`src/rtl/diferential_muxpga_seq.sv`:
```
// ---------------------------------------------------------------------------
// diferential_muxpga_seq
//
// Host-side sequencer for the 4x3 mux-FPGA fabric. A job does four things:
// it clears the fabric, streams a configuration bitstream into it over a
// valid/ready handshake, runs the fabric for a programmed number of
// evaluation edges, and then captures the 8-bit fabric output. The captured
// result is held for the requester until it is acknowledged.
//
// Optional feature (compile-time macro): DIFERENTIAL_SEQ_VERIFY_EN
//   When defined, a VERIFY state follows LOAD. During VERIFY the chain is
//   recirculated for CFG_NIBBLES shifts (fabric tail nibble fed back into its
//   head), so the configuration ends up unchanged. The recirculated nibbles
//   are XOR-compared against a checksum of the loaded nibbles. A mismatch
//   sets err, which stays set until the next accepted start.
//   When the macro is undefined there is no VERIFY state and err is tied low.
//
// Parameters:
//   CFG_NIBBLES  - configuration nibbles per bitstream (2 per cell, 12 cells)
//   RUN_W        - width of the run-length count
//   CLEAR_CYCLES - cycles the fabric reset is held at job start (>=1)
//
// Ports:
//   clk          in   clock (the fabric shares this clock)
//   reset_n      in   asynchronous active-low reset
//   start        in   pulse that begins a job; only sampled in IDLE
//   run_len      in   evaluation edges to run; latched on an accepted start
//   run_data     in   nibble driven to the fabric during RUN/READ; latched on start
//   cfg_valid    in   host presents a configuration nibble
//   cfg_nibble   in   configuration nibble (the first one ends up deepest)
//   cfg_ready    out  sequencer accepts a nibble this cycle (LOAD only)
//   busy         out  high in every state except IDLE
//   result_valid out  result holds a captured fabric output
//   result       out  captured fabric output
//   result_ack   in   host consumed the result
//   err          out  configuration verify mismatch (optional feature)
//   fpga_reset   out  fabric synchronous active-high reset
//   fpga_cmd     out  fabric command: 0=shift, 1=run/read, 3=hold
//   fpga_nibble  out  fabric nibble_in
//   fpga_out     in   fabric io_out
// ---------------------------------------------------------------------------
module diferential_muxpga_seq #(
  parameter int CFG_NIBBLES  = 24,
  parameter int RUN_W        = 8,
  parameter int CLEAR_CYCLES = 2
) (
  input  logic             clk,
  input  logic             reset_n,
  input  logic             start,
  input  logic [RUN_W-1:0] run_len,
  input  logic [3:0]       run_data,
  input  logic             cfg_valid,
  input  logic [3:0]       cfg_nibble,
  output logic             cfg_ready,
  output logic             busy,
  output logic             result_valid,
  output logic [7:0]       result,
  input  logic             result_ack,
  output logic             err,
  output logic             fpga_reset,
  output logic [1:0]       fpga_cmd,
  output logic [3:0]       fpga_nibble,
  input  logic [7:0]       fpga_out
);

  localparam int NIB_W = (CFG_NIBBLES  > 1) ? $clog2(CFG_NIBBLES)  : 1;
  localparam int CLR_W = (CLEAR_CYCLES > 1) ? $clog2(CLEAR_CYCLES) : 1;

  localparam logic [NIB_W-1:0] NIB_LAST = NIB_W'(CFG_NIBBLES - 1);
  localparam logic [CLR_W-1:0] CLR_LAST = CLR_W'(CLEAR_CYCLES - 1);

  localparam logic [1:0] CMD_SHIFT = 2'd0;
  localparam logic [1:0] CMD_RUN   = 2'd1;
  localparam logic [1:0] CMD_HOLD  = 2'd3;

  typedef enum logic [2:0] {
    S_IDLE,
    S_CLEAR,
    S_LOAD,
`ifdef DIFERENTIAL_SEQ_VERIFY_EN
    S_VERIFY,
`endif
    S_RUN,
    S_READ,
    S_DONE
  } state_t;

  state_t           r_state;
  state_t           w_next;
  logic [CLR_W-1:0] r_clrCnt;
  logic [NIB_W-1:0] r_nibCnt;
  logic [RUN_W-1:0] r_runCnt;
  logic [3:0]       r_runData;
  logic [7:0]       r_result;

  // Where a finished bitstream goes next. A zero run length skips RUN
  // entirely, so READ samples the freshly configured fabric.
  state_t w_afterCfg;
  assign w_afterCfg = (r_runCnt == '0) ? S_READ : S_RUN;

`ifdef DIFERENTIAL_SEQ_VERIFY_EN
  logic [3:0] r_cfgSum;
  logic [3:0] r_verSum;
  logic       r_err;
  assign err = r_err;
`else
  assign err = 1'b0;
`endif

  assign result = r_result;

  // State register. It is kept apart from the datapath so the FSM reads as
  // the usual register/next-state pair.
  always_ff @(posedge clk or negedge reset_n) begin
    if (!reset_n) begin
      r_state <= S_IDLE;
    end else begin
      r_state <= w_next;
    end
  end

  // Next-state logic and the state-decoded control outputs. fpga_cmd is
  // combinational from state, except in LOAD, where it follows cfg_valid:
  // an idle host cycle has to hold the chain instead of shifting garbage in.
  // fpga_reset is also forced high while reset_n is low, so the fabric sits
  // in reset alongside the sequencer.
  always_comb begin
    w_next       = r_state;
    cfg_ready    = 1'b0;
    busy         = 1'b1;
    result_valid = 1'b0;
    fpga_reset   = !reset_n;
    fpga_cmd     = CMD_HOLD;
    case (r_state)
      S_IDLE: begin
        busy = 1'b0;
        if (start) begin
          w_next = S_CLEAR;
        end
      end
      S_CLEAR: begin
        fpga_reset = 1'b1;
        if (r_clrCnt == CLR_LAST) begin
          w_next = S_LOAD;
        end
      end
      S_LOAD: begin
        cfg_ready = 1'b1;
        if (cfg_valid) begin
          fpga_cmd = CMD_SHIFT;
          if (r_nibCnt == NIB_LAST) begin
`ifdef DIFERENTIAL_SEQ_VERIFY_EN
            w_next = S_VERIFY;
`else
            w_next = w_afterCfg;
`endif
          end
        end
      end
`ifdef DIFERENTIAL_SEQ_VERIFY_EN
      S_VERIFY: begin
        fpga_cmd = CMD_SHIFT;
        if (r_nibCnt == NIB_LAST) begin
          w_next = w_afterCfg;
        end
      end
`endif
      S_RUN: begin
        fpga_cmd = CMD_RUN;
        if (r_runCnt <= RUN_W'(1)) begin
          w_next = S_READ;
        end
      end
      S_READ: begin
        fpga_cmd = CMD_RUN;
        w_next   = S_DONE;
      end
      S_DONE: begin
        result_valid = 1'b1;
        if (result_ack) begin
          w_next = S_IDLE;
        end
      end
      default: begin
        w_next = S_IDLE;
      end
    endcase
  end

  // Fabric nibble mux. It is kept separate from the block above because in
  // VERIFY it depends on fpga_out, and fpga_out may in turn depend on
  // fpga_cmd combinationally inside the fabric.
  always_comb begin
    fpga_nibble = 4'h0;
    case (r_state)
      S_LOAD: begin
        if (cfg_valid) begin
          fpga_nibble = cfg_nibble;
        end
      end
`ifdef DIFERENTIAL_SEQ_VERIFY_EN
      S_VERIFY: begin
        fpga_nibble = fpga_out[7:4];
      end
`endif
      S_RUN, S_READ: begin
        fpga_nibble = r_runData;
      end
      default: begin
        fpga_nibble = 4'h0;
      end
    endcase
  end

  // Job datapath: the CLEAR/LOAD/VERIFY counters, the run-length down
  // counter, latched job parameters and the captured result. Each counter
  // returns to zero on the edge that leaves its state, so every job starts
  // from a clean count. The result is only written in READ, which means it
  // survives DONE and IDLE until the next capture.
  always_ff @(posedge clk or negedge reset_n) begin
    if (!reset_n) begin
      r_clrCnt  <= '0;
      r_nibCnt  <= '0;
      r_runCnt  <= '0;
      r_runData <= 4'h0;
      r_result  <= 8'h00;
`ifdef DIFERENTIAL_SEQ_VERIFY_EN
      r_cfgSum  <= 4'h0;
      r_verSum  <= 4'h0;
      r_err     <= 1'b0;
`endif
    end else begin
      case (r_state)
        S_IDLE: begin
          if (start) begin
            r_runCnt  <= run_len;
            r_runData <= run_data;
            r_clrCnt  <= '0;
            r_nibCnt  <= '0;
`ifdef DIFERENTIAL_SEQ_VERIFY_EN
            r_cfgSum  <= 4'h0;
            r_verSum  <= 4'h0;
            r_err     <= 1'b0;
`endif
          end
        end
        S_CLEAR: begin
          if (r_clrCnt == CLR_LAST) begin
            r_clrCnt <= '0;
          end else begin
            r_clrCnt <= r_clrCnt + CLR_W'(1);
          end
        end
        S_LOAD: begin
          if (cfg_valid) begin
            if (r_nibCnt == NIB_LAST) begin
              r_nibCnt <= '0;
            end else begin
              r_nibCnt <= r_nibCnt + NIB_W'(1);
            end
`ifdef DIFERENTIAL_SEQ_VERIFY_EN
            r_cfgSum <= r_cfgSum ^ cfg_nibble;
`endif
          end
        end
`ifdef DIFERENTIAL_SEQ_VERIFY_EN
        // The last recirculated nibble is folded in combinationally so the
        // comparison sees the complete checksum on the exiting edge.
        S_VERIFY: begin
          r_verSum <= r_verSum ^ fpga_out[7:4];
          if (r_nibCnt == NIB_LAST) begin
            r_nibCnt <= '0;
            if ((r_verSum ^ fpga_out[7:4]) != r_cfgSum) begin
              r_err <= 1'b1;
            end
          end else begin
            r_nibCnt <= r_nibCnt + NIB_W'(1);
          end
        end
`endif
        S_RUN: begin
          if (r_runCnt != '0) begin
            r_runCnt <= r_runCnt - RUN_W'(1);
          end
        end
        S_READ: begin
          r_result <= fpga_out;
        end
        default: begin
        end
      endcase
    end
  end

endmodule

```
`config.mk`:
```
export PLATFORM = sky130hd
export DESIGN_NAME = diferential_muxpga_seq
export DESIGN_NICKNAME = d
export VERILOG_FILES = /design/src/rtl/diferential_muxpga_seq.sv
export SDC_FILE = /design/constraint.sdc
export NUM_CORES = 1
export LEC_CHECK = 0
export ABC_AREA = 1
export BUFFER_PORTS_ARGS = -buffer_cell sky130_fd_sc_hd__buf_2
export CORE_ASPECT_RATIO = 1.2
export CORE_MARGIN = 2
export CORE_UTILIZATION = 35
export DETAILED_ROUTE_END_ITERATION = 12
export GPL_TIMING_DRIVEN = 0
export PLACE_DENSITY = 0.66
export SYNTH_ARGS = -nofsm -noshare
export SYNTH_HDL_FRONTEND = slang
export SYNTH_SLANG_ARGS = --single-unit
```
`constraint.sdc`:
```
create_clock -name clk -period 1.3 [get_ports clk]
set_input_delay 0.26 -clock clk [delete_from_list [all_inputs] [get_ports clk]]
set_output_delay 0.26 -clock clk [all_outputs]
set_load 0.1 [all_outputs]
```
==> out/qor.yml, run 1 <==
status:
  status: "finished, violations left"
  violations: "negative setup slack"
detailed_routing:
  first_pass_iters: 4
  dr_wl_met3_um: 258
  drt-initial-drc-count: 69
  wirelength_um: 5360
  vias_per_cell: 5.01
  post_drt_wl_per_cell_um: 15.0
  drc_errors: 0
  wl_met1_um: 2000
  ant_nets: 0
  num_vias: 1794
  topRoutingLayerUsed: "met4"
  routed-wl-met2_um: 3040
floorplanning:
  start_util_pct: 36.8
  die_w_um: 68.0
  core_um2: 4660
  dieArea_um2: 5490
  io-pin-count: 48
  rows: 27
  die_y_um: 80.7
final_layout:
  num-nets-final: 331
  antenna_cells: 0
  area_growth_pct: 76.2
  final_area_um2: 3030
  fill_cells: 374
  multiInputGateArea_um2: 1150
  register_area_um2: 728
  drive_gt1_share_pct: 61.0
cts:
  cts_buffer_depth: 2
  cts_inserted_buffers: 5
  clock_latency_ns: 0.29
  root_buffer: "clkbuf_8"
  cts_tree: "done"
  cts_sinks: 29
  cts_hold_buf: 0
  clkTransAtPathRegs_ns: 0.07
  cts-htree-levels: 2
timing:
  fin_crit_ns: 1.86
  slew_violations: 0
  max_freq_mhz: 539
  worstMarginPinSlew_ns: 0.729
  relSlewSlack_pct: 51.4
  skew_ns: 0.00559
  report.final.setup_viol: 31
  setup_ws_ns: -0.556
  timing.final.hold_violations: 0
  grt_setup_unrepaired: "yes"
  finalCritPeriodShare_pct: 143
yosys:
  synth_most_common_cell: "nand2_1"
  synthCells: 207
  synth_edf_count: 0
  netlist_area_um2: 1720
  synth.area.top_cells: "dfrtp_1 42%, nand2_1 11%, mux2_2 7.9%"
  avgSynthCellArea_um2: 8.30
  syn-num-nets: 239
  yosysTopAreaCellShare_pct: 42.2
  async_flop_share_pct: 100
  ys_types: 31
  ys_warn_count: 0
  yosysSeqAreaShare_pct: 42.2
  ys_top_cells_by_count: "50 x nand2_1, 29 x dfrtp_1, 19 x inv_1, 15 x nor2_1, 14 x nand3_1"
  yosys_register_bits: 29
  synth_ff_type: "dfrtp_1"
  yosys.area.top_type: "dfrtp_1"
critical_path:
  critPathLaunch: "r_state[1]$_DFFE_PN0P_"
  reg2reg_from: "r_state[0]$_DFFE_PN0P_"
  start_kind: "register"
  r2r_slack_ns: -0.29
  cp_max_fo: 8
  worstPathRequired_ns: 1.04
  worst_setup_path_end_kind: "output pin"
  critPathArrivalTime_ns: 1.60
  worstSetupPathType: "register to output pin"
placement:
  port_buffers: 46
  place_area_um2: 2170
  hpwl_um: 2970
  gp_congestion: 0.837
global_route:
  antenna_found_initial: 0
  grt.total_usage_pct: 19.8
  first_global_vias: 1813
  grt_pass1_wl_um: 8050
  grt_max_degree: 31
  overflow: 0
worst_hold_path:
  holdCritPathClass: "primary input to async pin"
run:
  maxCapViolations: 0
## routing by layer
metal / vias to the layer above / GRT usage (%)
li1: 864 / -
met1: 875 / 22.4
met2: 49 / 34.6
met3: 6 / 4.57
met4: 0 / 9.40
met5: - / 0
## worst paths after layout
path,end,depth (start not counted)
setup / recovery,fpga_nibble[0],6
hold / removal,r_runCnt[0]$_DFFE_PN0P_,1
setup reg to reg,r_runData[0]$_DFFE_PN0P_,6
hold reg to reg,r_runCnt[6]$_DFFE_PN0P_,2
max in group asynchronous,r_state[1]$_DFFE_PN0P_,1
min in group clk,r_runData[1]$_DFFE_PN0P_,2
## registers in the layout (all words and copies together) (netlist names)
| register | flops |
|---|---|
| r_clrCnt | 1 |
| r_state | 3 |
| result | 8 |
| r_runData | 4 |
| r_nibCnt | 5 |
| r_runCnt | 8 |
## kinds of logic after synthesis
group	Yosys count	synth area share [%]
and+or+nand+nor	100	28.3
adders and majority gates	3	2.19
buffers and inverters	33	9.10
AOI/OAI and AO/OA	29	10.1
muxes	12	7.87
other	1	0.218
DFF	29	42.2
## worst max-delay path, stage by stage (launching register included)
cell and delay [ns]:
dfrtp_2 0.46, buf_6 0.14, nand2_4 0.05, nor2_4 0.04, buf_12 0.13, a32o_4 0.32, buf_12 0.16
## placed cells by master (no fill, tap or decap), types with 9 or more instances in the layout
cell and instances:
nand2_1 35, buf_4 35, buf_2 29, dfrtp_1 27, buf_12 15, inv_1 15
mux2_2 11, buf_6 10, nand2_2 10, nor2_1 9
## area by class of cell
class | instances | share of cell area [%]
sequential | 29 | 24.1
clock buffer | 5 | 2.27
multi-input combinational | 145 | 38.2
tap | 58 | 2.40
timing repair buffer | 85 | 26.0
clock inverter | 3 | 0.579
buffer | 6 | 2.52
inverter | 27 | 4.01
## per-stage QoR
| step | TNS, ns | utilization [%] | std cells | setup WS, ns | hold slack (ns) |
|---|---|---|---|---|---|
| 6_report | -8.94 | 64.9 | 358 | -0.556 | 0.0238 |
| 5_1_grt | -10.59 | 64.9 | 358 | -0.609 | 0.0779 |
| 2_1_floorplan | -3.56 | - | 207 | -0.405 | -0.0356 |
| 4_1_cts | -9.56 | 61.7 | 354 | -0.543 | 0.0497 |
| 3_3_place_gp | -5.47 | 46.5 | 311 | -0.627 | 0.359 |
| 3_5_place_dp | -5.68 | 46.5 | 311 | -0.626 | 0.358 |
## timing repair
item                                   4_1_cts  5_1_grt
setup buffers                               33        8
setup endpoints to repair                   43       31
pin swaps                                   21       12
cloned                                       2        0
gates resized for setup                     85       30
endpoints found under the hold margin        0        0
Power of run 1 is left out: the tool's default activity adds up to more than one toggle a clock period on the data nets, which glitch-free logic cannot reach.
==> run 2, diff against run 1 <==
- clock period: 1.3 -> 1.59 ns (I/O delays scaled with it)
==> out/qor.yml, run 2 (same netlist as run 1, synthesis figures left out) <==
cts:
  cts_buffer_depth: 2
  clkTransAtPathRegs_ns: 0.07
  cts_tree: "done"
  cts_inserted_buffers: 5
  cts-htree-levels: 2
  clock_latency_ns: 0.29
  cts_sinks: 29
  root_buffer: "clkbuf_8"
final_layout:
  num-nets-final: 314
  final_core_util_pct: 56.5
  drive_gt1_share_pct: 47.7
  fill_cells: 427
  antenna_cells: 0
  final_area_um2: 2640
  area_growth_pct: 53.4
  final_cell_mix: "46 x nand2_1, 35 x buf_2, 27 x dfrtp_1"
  final_common_cell: "nand2_1"
timing:
  max_freq_mhz: 531
  setup_ws_ns: -0.294
  slew_violations: 0
  finalCritPeriodShare_pct: 118
  report.final.setup_viol: 13
  holdWs_ns: -0.0116
  grt_setup_unrepaired: "yes"
  fin_crit_ns: 1.88
  skew_ns: 0.0125
  timing.final.hold_violations: 16
detailed_routing:
  first_pass_iters: 4
  ant_nets: 0
  num_vias: 1688
  drt-initial-drc-count: 49
  post_drt_wl_per_cell_um: 13.3
  wirelength_um: 4520
  drc_errors: 0
  vias_per_cell: 4.95
global_route:
  first_global_vias: 1669
  overflow: 0
  antenna_found_initial: 0
  grt_pass1_wl_um: 7400
  grt.total_usage_pct: 18.5
  grt_max_degree: 31
status:
  status: "finished, violations left"
  violations: "negative hold slack, negative setup slack"
worst_hold_path:
  holdCritPathClass: "primary input to async pin"
floorplanning:
  rows: 27
  dieArea_um2: 5490
  die_y_um: 80.7
  core_um2: 4660
  die_w_um: 68.0
  start_util_pct: 36.8
  io-pin-count: 48
placement:
  port_buffers: 46
  hpwl_um: 2870
  place_area_um2: 2130
  gp_congestion: 0.768
run:
  maxCapViolations: 0
critical_path:
  worst_setup_path_end_kind: "output pin"
  start_kind: "register"
  critPathArrivalTime_ns: 1.57
  worstPathRequired_ns: 1.27
  cp_max_fo: 6
  worstSetupPathType: "register to output pin"
[run 2: cell types whose count changed in the layout (fill, tap and decap cells not counted), sizes merged]
cell	change
bufinv	+1
clkinvlp	-1
buf	-18
clkinv	-2
clkbuf	+3
[run 2: area by class of cell]
type	count	area [um^2]	share of cell area (%)
tap	58	72.6	2.75
sequential	29	728	27.6
clock buffer	7	86.3	3.28
buffer	6	76.3	2.90
inverter	27	105	3.99
multi-input combinational	145	982	37.3
timing repair buffer	68	554	21.0
clock inverter	1	30.0	1.14
[run 2: per-stage QoR]
stage	instances	TNS (ns)	setup slack (ns)	hold WS, ns
2_1_floorplan	207	-0.868	-0.173	0.0224
3_3_place_gp	311	-2.02	-0.391	0.403
3_5_place_dp	311	-2.02	-0.389	0.401
4_1_cts	332	-1.73	-0.283	0.0922
5_1_grt	341	-2.64	-0.347	0.0220
6_report	341	-1.81	-0.294	-0.0116
[run 2: worst paths after layout]
path	start	end	slack [ns]	depth (start not counted)
setup reg to reg	r_state[1]$_DFFE_PN0P_	r_runData[2]$_DFFE_PN0P_	-0.01	6
hold / removal	reset_n	result[5]$_DFFE_PN0N_	-0.01	1
max in group asynchronous	reset_n	r_state[1]$_DFFE_PN0P_	1.26	1
setup / recovery	r_state[1]$_DFFE_PN0P_	fpga_nibble[0]	-0.29	6
hold reg to reg	result[6]$_DFFE_PN0N_	result[6]$_DFFE_PN0N_	0.50	1
min in group clk	fpga_out[5]	result[5]$_DFFE_PN0N_	0.26	2
[run 2: repair_timing]
item	4_1_cts	5_1_grt
pin swaps	4	3
hold buffers	0	0
setup buffers	13	9
setup endpoints to repair	10	23
resized for setup	46	14
[run 2: worst max-delay path, cell delays in order (launching register included)]
cell and delay, ns:
dfrtp_2 0.44, buf_6 0.13, nand2_4 0.06, nor2_4 0.04, buf_12 0.13, a32o_4 0.30, buf_12 0.16
[run 2: metal layers]
layer / vias up / wire length, um / track usage, %
li1: 829 / - / -
met1: 791 / 1840 / 21.2
met2: 54 / 2300 / 30.5
met3: 14 / 226 / 4.85
met4: 0 / 157 / 11.2
met5: - / 0 / 0
Power of run 2 is left out for the same reason.
==> run 3, diff against run 2 <==
- CORE_UTILIZATION: 35 -> 47
- PLACE_DENSITY: 0.66 -> 0.83
==> out/qor.yml, run 3 (same netlist as run 1, synthesis figures left out) <==
timing:
  timing.final.hold_violations: 0
  report.final.setup_viol: 22
  skew_ns: 0.0165
  holdWs_ns: 0.0620
  grt_setup_unrepaired: "yes"
  max_freq_mhz: 512
  relSlewSlack_pct: 52.7
  slew_violations: 0
  worstMarginPinSlew_ns: 0.709
  setup_ws_ns: -0.363
  finalCritPeriodShare_pct: 123
  fin_crit_ns: 1.95
  tns_ns: -3.20
critical_path:
  crit_family: "flip-flops"
  cp_max_fo: 6
  slowest_stage: "dfrtp_2"
  critPathArrivalTime_ns: 1.63
  worst_setup_path_end_kind: "output pin"
  start_kind: "register"
  worstPathRequired_ns: 1.27
  cp_slowest_stage_delay_ns: 0.46
  path_buf_inv: 3
  crit_chain: "inv_2, nor2_2, nand2_2, buf_8, nand2_8, a32o_4, buf_12"
  r2r_slack_ns: -0.15
  worstSetupPathType: "register to output pin"
cts:
  clkTransAtPathRegs_ns: 0.08
  clock_latency_ns: 0.29
  root_buffer: "clkbuf_8"
  cts_inserted_buffers: 5
  cts-htree-levels: 2
  cts_sinks: 29
  cts_tree: "done"
  cts_hold_buf: 0
  cts_buffer_depth: 2
detailed_routing:
  wirelength_um: 5780
  num_vias: 1876
  ant_nets: 0
  vias_per_cell: 5.65
  drc_errors: 0
  post_drt_wl_per_cell_um: 17.4
  drt-initial-drc-count: 119
  first_pass_iters: 5
global_route:
  grt_max_degree: 31
  overflow: 0
  antenna_found_initial: 0
  grt_pass1_wl_um: 7940
  first_global_vias: 1739
  grt.total_usage_pct: 25.1
final_layout:
  antenna_cells: 0
  final_cell_mix: "44 x nand2_1, 36 x buf_2, 27 x dfrtp_1"
  area_growth_pct: 58.8
  drive_gt1_share_pct: 51.5
  num-nets-final: 324
  fill_cells: 226
  final_core_util_pct: 76.3
  final_common_cell: "nand2_1"
floorplanning:
  core_um2: 3570
  rows: 24
  dieArea_um2: 4160
  die_w_um: 59.2
  io-pin-count: 48
  start_util_pct: 48.1
  die_y_um: 70.2
placement:
  port_buffers: 46
  hpwl_um: 2960
  gp_congestion: 0.829
run:
  maxCapViolations: 0
worst_hold_path:
  holdCritPathClass: "primary input to async pin"
status:
  violations: "negative setup slack"
  status: "finished, violations left"
[run 3: cell count changes in the layout (fill, tap and decap cells not counted), moves of 2 or more]
cell	change
buf_12	+2
buf_4	+5
buf_6	+2
nand2_1	-2
[run 3: area by class of cell]
cell class / instances / area, um^2 / share of cell area (%)
clock inverter: 2 / 13.8 / 0.505
tap: 39 / 48.8 / 1.79
inverter: 27 / 108 / 3.94
clock buffer: 6 / 82.6 / 3.03
sequential: 29 / 728 / 26.7
buffer: 6 / 76.3 / 2.80
multi-input combinational: 145 / 1000 / 36.8
timing repair buffer: 78 / 667 / 24.4
[run 3: through the flow]
| stage | cells | setup slack (ns) | cell area (um^2) |
|---|---|---|---|
| 2_1_floorplan | 207 | -0.173 | 1830 |
| 3_3_place_gp | 292 | -0.379 | 2110 |
| 3_5_place_dp | 292 | -0.416 | 2110 |
| 4_1_cts | 315 | -0.308 | 2530 |
| 5_1_grt | 332 | -0.384 | 2730 |
| 6_report | 332 | -0.363 | 2730 |
[run 3: what timing repair did]
| item | CTS | global route |
|---|---|---|
| buffers inserted | 15 | 19 |
| gates cloned | 0 | 1 |
| gates resized for setup | 53 | 23 |
| endpoints found under the setup margin | 11 | 23 |
| pin swaps | 5 | 6 |
[run 3: metal layers]
layer | track usage [%] | routed length (um)
met5 | 0 | 0
met4 | 8.84 | 133
met3 | 5.00 | 317
met2 | 43.3 | 3040
met1 | 30.1 | 2280
[run 3: worst reg2reg max path, stage by stage, from the launching register on]
cell and delay (ns):
dfrtp_2 0.44, inv_2 0.08, buf_4 0.13, buf_4 0.13
buf_4 0.12, nand4_1 0.13, nand2_1 0.10, nor2_2 0.20
nand3_2 0.12, nand2_1 0.09, nand2_1 0.08
[run 3: path summary, 6_finish.rpt]
path | start | endpoint | cells after the start
max | r_state[1]$_DFFE_PN0P_ | fpga_nibble[1] | 7
min | reset_n | r_runCnt[5]$_DFFE_PN0P_ | 1
max reg2reg | r_state[1]$_DFFE_PN0P_ | r_state[1]$_DFFE_PN0P_ | 10
min reg2reg | result[4]$_DFFE_PN0N_ | result[4]$_DFFE_PN0N_ | 1
max in group asynchronous | reset_n | r_state[2]$_DFFE_PN0P_ | 1
min in group clk | fpga_out[4] | result[4]$_DFFE_PN0N_ | 2
Power of run 3 is left out for the same reason.
